==> src/rtl/ifu_fetch.sv <==
// Instruction fetch unit: walks the fetch PC, issues one word read at a time and
// queues returned instructions with their PCs for the decode stage.
module ifu_fetch #(
  parameter logic [31:0] RESET_PC   = 32'h8000_0000,
  parameter int          FIFO_DEPTH = 2
) (
  input  logic        clk,
  input  logic        rst,
  output logic        mem_req_valid,
  input  logic        mem_req_ready,
  output logic [31:0] mem_req_addr,
  input  logic        mem_resp_valid,
  input  logic [31:0] mem_resp_data,
  output logic        inst_valid,
  input  logic        inst_ready,
  output logic [31:0] inst,
  output logic [31:0] inst_pc,
  input  logic        redirect_valid,
  input  logic [31:0] redirect_pc
);

  localparam int PW = (FIFO_DEPTH > 1) ? $clog2(FIFO_DEPTH) : 1;
  localparam int CW = PW + 1;
  localparam logic [CW-1:0] DEPTH_CNT = CW'(FIFO_DEPTH);

  typedef enum logic [1:0] {
    ST_REQ,
    ST_WAIT,
    ST_DROP
  } state_t;

  state_t        state;
  logic [31:0]   fetch_pc;
  logic [31:0]   req_pc;
  logic [31:0]   fifo_data [FIFO_DEPTH];
  logic [31:0]   fifo_pc   [FIFO_DEPTH];
  logic [PW-1:0] rd_ptr;
  logic [PW-1:0] wr_ptr;
  logic [CW-1:0] count;

  logic push;
  logic pop;

  assign mem_req_valid = !rst && (state == ST_REQ) && (count < DEPTH_CNT) && !redirect_valid;
  assign mem_req_addr  = fetch_pc;

  assign inst_valid = (count != '0);
  assign inst       = inst_valid ? fifo_data[rd_ptr] : '0;
  assign inst_pc    = inst_valid ? fifo_pc[rd_ptr]   : '0;

  // A redirect cancels both queue operations in its cycle.
  assign push = !redirect_valid && (state == ST_WAIT) && mem_resp_valid;
  assign pop  = !redirect_valid && inst_valid && inst_ready;

  always_ff @(posedge clk) begin
    if (rst) begin
      state    <= ST_REQ;
      fetch_pc <= RESET_PC;
      req_pc   <= '0;
      rd_ptr   <= '0;
      wr_ptr   <= '0;
      count    <= '0;
    end else if (redirect_valid) begin
      rd_ptr   <= '0;
      wr_ptr   <= '0;
      count    <= '0;
      fetch_pc <= redirect_pc & 32'hFFFF_FFFC;
      // The outstanding read, if still unanswered, must be swallowed later.
      case (state)
        ST_WAIT: state <= mem_resp_valid ? ST_REQ : ST_DROP;
        ST_DROP: state <= mem_resp_valid ? ST_REQ : ST_DROP;
        default: state <= ST_REQ;
      endcase
    end else begin
      case (state)
        ST_REQ: begin
          if (mem_req_valid && mem_req_ready) begin
            req_pc   <= fetch_pc;
            fetch_pc <= fetch_pc + 32'd4;
            state    <= ST_WAIT;
          end
        end
        ST_WAIT: if (mem_resp_valid) state <= ST_REQ;
        ST_DROP: if (mem_resp_valid) state <= ST_REQ;
        default: state <= ST_REQ;
      endcase

      if (push) begin
        fifo_data[wr_ptr] <= mem_resp_data;
        fifo_pc[wr_ptr]   <= req_pc;
        wr_ptr            <= wr_ptr + PW'(1);
      end
      if (pop) rd_ptr <= rd_ptr + PW'(1);

      case ({push, pop})
        2'b10:   count <= count + CW'(1);
        2'b01:   count <= count - CW'(1);
        default: count <= count;
      endcase
    end
  end

endmodule
==> config.mk <==
export PLATFORM = sky130hd
export DESIGN_NAME = ifu_fetch
export DESIGN_NICKNAME = d
export VERILOG_FILES = /design/src/rtl/ifu_fetch.sv
export SDC_FILE = /design/constraint.sdc
export NUM_CORES = 1
export LEC_CHECK = 0
export CORE_MARGIN = 2
export CORE_UTILIZATION = 46
export DETAILED_ROUTE_END_ITERATION = 8
export GPL_ROUTABILITY_DRIVEN = 0
export HOLD_SLACK_MARGIN = 0.08
export PLACE_DENSITY = 0.73
export SLEW_MARGIN = 20
export SYNTH_ARGS = -nofsm -noshare
export SYNTH_HDL_FRONTEND = slang
export SYNTH_SLANG_ARGS = --single-unit
==> constraint.sdc <==
create_clock -name clk -period 6.82 [get_ports clk]
set_input_delay 1.023 -clock clk [delete_from_list [all_inputs] [get_ports clk]]
set_output_delay 1.023 -clock clk [all_outputs]
set_load 0.02 [all_outputs]
==> reports/qor.yml <==
run_status:
  status: "complete, no violations"
layout:
  drive_above_1_share_pct: 6.50
  multi_input_area_sq_um: 2480
  seqCellArea_sq_um: 5070
  n_fill_cell: 1284
  final_nets: 877
  antenna_cells: 0
  area_delta_synth_final_pct: 31.5
die:
  rows: 47
  fp.dieH_um: 134
  start_util_pct: 46.7
  ioPinCount: 168
  die_width_um: 134
  die-area_sq_um: 17800
  core_sq_um: 16500
power:
  ir_drop_mv: 0.195
  pwr-share-clk_pct: 41.2
  power_frac_comb_pct: 6.5
  cellLeakagePower_nw: 3.21
  p_int_w: 0.00189
  switchingPower_w: 0.000532
  seq_power_share_pct: 52.3
  switching_share_pct: 21.9
  power_w: 0.00242
  powerDensity_nw_per_um2: 239
grt:
  grt_overflow: 0
  antenna_found_initial: 0
  grt_pass1_vias: 5337
  grt_pass1_wl_um: 27200
  grt_max_degree: 66
  grt.total_usage_pct: 19.3
clocking:
  cts_tree: "built"
  post_cts_resized: 0
  cts_sinks: 191
  postCtsHoldBufs: 0
  clockRootBuffer: "clkbuf_16"
  numCtsBuffers: 17
  cts_buffer_depth: 2
  worstSkewPairLatency_ns: 0.42
  clk_pin_slew_ns: 0.07
  cts_max_level: 4
  postCtsSetupBuffers: 0
route:
  vias: 5428
  wl_per_cell_um: 16.3
  ant_nets: 0
  drc: 0
  drtIter0Drc: 399
  routed_wl_um: 16900
  first_pass_iters: 5
  avgViaCountPerCell: 5.24
logic_synthesis:
  yosys_warnings: 0
  yosysTopAreaCell: "edfxtp_1"
  synth_top_cell_area_share_pct: 48.2
  yosysSeqAreaShare_pct: 65.6
  synth_area_sq_um: 7720
  syn_area_per_cell_sq_um: 11.9
  synth_common_cells: "edfxtp_1, nor2_1, nand2_1"
  synth.distinct_cells: 49
  synth_seq_cells: 191
  synth_mux_area_share_pct: 8.70
  synth_most_common_cell: "edfxtp_1"
  synth_xor_xnor_area_share_pct: 1.93
  synth_top_family_by_area: "simple AND/OR/NAND/NOR gates"
  postSynthCellCount: 651
  yosys.area_share.simple_pct: 14.2
  synth_edf_count: 124
  async_reset_ff_share_pct: 0
  ys.flop_type: "edfxtp_1"
  synth-compound-area-share_pct: 6.17
  synth_area_leaders: "edfxtp_1, dfxtp_1, mux2i_1"
  synth_adder_area_share_pct: 0.648
worst_setup_path:
  timing.rr.end: "mem_req_addr[18]"
  crit_required_ns: 5.80
  cpMostUsedCell: "clkdlybuf4s50_1"
  cp.buffers_inverters: 3
  critPathCaptureType: "output port"
  criticalPathCategory: "in2out"
  crit_path_start: "redirect_valid"
  reg2reg_depth: 8
  setup.worst_path.start_class: "primary input"
  worstPathArrival_ns: 2.73
  slowest_delay_ns: 0.71
  critPathMaxFanout: 29
  path_depth: 4
  critical_path.top_delay_family: "buffers and inverters"
  r2r-start: "state[1]"
  reg2reg_setup_slack_ns: 4.09
  endpoint: "mem_req_valid"
  path_cells: "clkdlybuf4s50_1 > buf_4 > nor4b_4 > clkdlybuf4s50_1"
  crit_slowest_cell: "clkdlybuf4s50_1"
timing:
  finalSetupViolations: 0
  min_period_ns: 3.75
  maxSlewViolCount: 0
  finalSetupTns_ns: 0
  relSlewSlack_pct: 22.5
  min_period_over_period_pct: 55.0
  clock.fmax_mhz: 266
  tightestPinTransition_ns: 1.15
  skew_ns: 0.00687
  rsz0062_at_grt: "false"
  hold_viol_final: 0
placement:
  place.port_buffers: 161
  dpl.hpwl_um: 11100
hold_path:
  hold_path.class: "reg2reg"
  hold_depth: 0
job:
  cap_viol_max_count: 0
-- worst register-to-register path, delay by kind of cell, from the launching register on --
family                     cells  cell delay, ns
and+or+nand+nor                4            1.45
buffers and inverters          2            0.48
DFF                            1            0.30
adders and majority gates      1            0.25
AOI/OAI and AO/OA              1            0.17
-- power groups by stage --
stage / sequential (W) / clock (W) / combinational (W)
after floorplan: 0.00130 / 0 / 0.0000632
after global placement: 0.00129 / 0 / 0.000153
after detailed placement: 0.00129 / 0 / 0.000156
after CTS: 0.00127 / 0.00101 / 0.000158
after global routing: 0.00127 / 0.00106 / 0.000170
final: 0.00127 / 0.000998 / 0.000158
-- state kept, by name, indices dropped and copies added, names as in the netlist, named ones only --
name / cells
req_pc: 30
wr_ptr: 1
fifo_data: 64
mem_req_addr: 30
fifo_pc: 60
state: 2
rd_ptr: 1
count: 2
-- cell families (layout without fill, tap and decap cells) --
family,Yosys count,in the layout
buf+inv,49,211
other cells,1,4
fa+ha+maj,4,4
simple gates,242,242
mux,67,67
xor+xnor,17,17
flops,191,191
compound gates,80,80
-- how the worst min path moves through the flow --
stage,start,endpoint,slack [ns]
6_report,req_pc[31],fifo_pc[1][31],0.46
5_1_grt,req_pc[13],fifo_pc[1][13],0.47
4_1_cts,req_pc[31],fifo_pc[1][31],0.46
3_5_place_dp,req_pc[10],fifo_pc[0][10],0.44
3_3_place_gp,req_pc[17],fifo_pc[0][17],0.43
2_1_floorplan,req_pc[10],fifo_pc[0][10],0.43
-- cells in the final DEF (no fill, tap or decap), types with 3 or more instances in the layout --
master | netlist | final
a211oi_1 | 6 | 6
a21oi_1 | 46 | 46
a2bb2oi_1 | 4 | 4
a31oi_1 | 6 | 6
and2_1 | 3 | 3
buf_4 | 4 | 9
clkbuf_16 | 0 | 18
clkdlybuf4s50_1 | 0 | 160
clkinv_4 | 0 | 3
conb_1 | 1 | 4
dfxtp_1 | 67 | 66
edfxtp_1 | 124 | 124
ha_1 | 4 | 4
inv_1 | 7 | 7
inv_6 | 0 | 3
mux2i_1 | 66 | 66
nand2_1 | 84 | 84
nand3_1 | 20 | 20
nand4_1 | 17 | 17
nor2_1 | 89 | 88
nor3_1 | 7 | 5
o211ai_1 | 5 | 5
o21ai_0 | 5 | 5
or3_1 | 6 | 6
xnor2_1 | 6 | 6
xor2_1 | 11 | 11
-- layer usage --
metal  global-route usage (%)  vias to the layer above  wire length (um)
met2                     32.6                      173              8330
met1                     24.5                     2605              7390
met4                     7.33                        0               284
met3                     4.34                       20               895
li1                         -                     2630                 -
met5                        0                        -                 0
-- cell type report --
cell class | instances | share of cell area [%]
multi-input combinational | 414 | 24.4
tap | 220 | 2.71
timing repair buffer | 171 | 16.8
sequential | 191 | 49.9
clock inverter | 13 | 1.49
inverter | 8 | 0.296
clock buffer | 19 | 4.47
-- through the flow --
step,setup WS [ns],area (sq um),hold WS [ns],cells,utilization [%]
6_report,3.07,10200,0.457,1036,61.5
5_1_grt,2.98,10200,0.470,1036,61.5
4_1_cts,3.05,10100,0.456,1035,61.3
3_5_place_dp,2.95,9520,0.441,1003,57.6
3_3_place_gp,2.95,9520,0.433,1003,57.6
2_1_floorplan,0.323,7740,0.425,654,-
(Power assumes the default switching activity.)
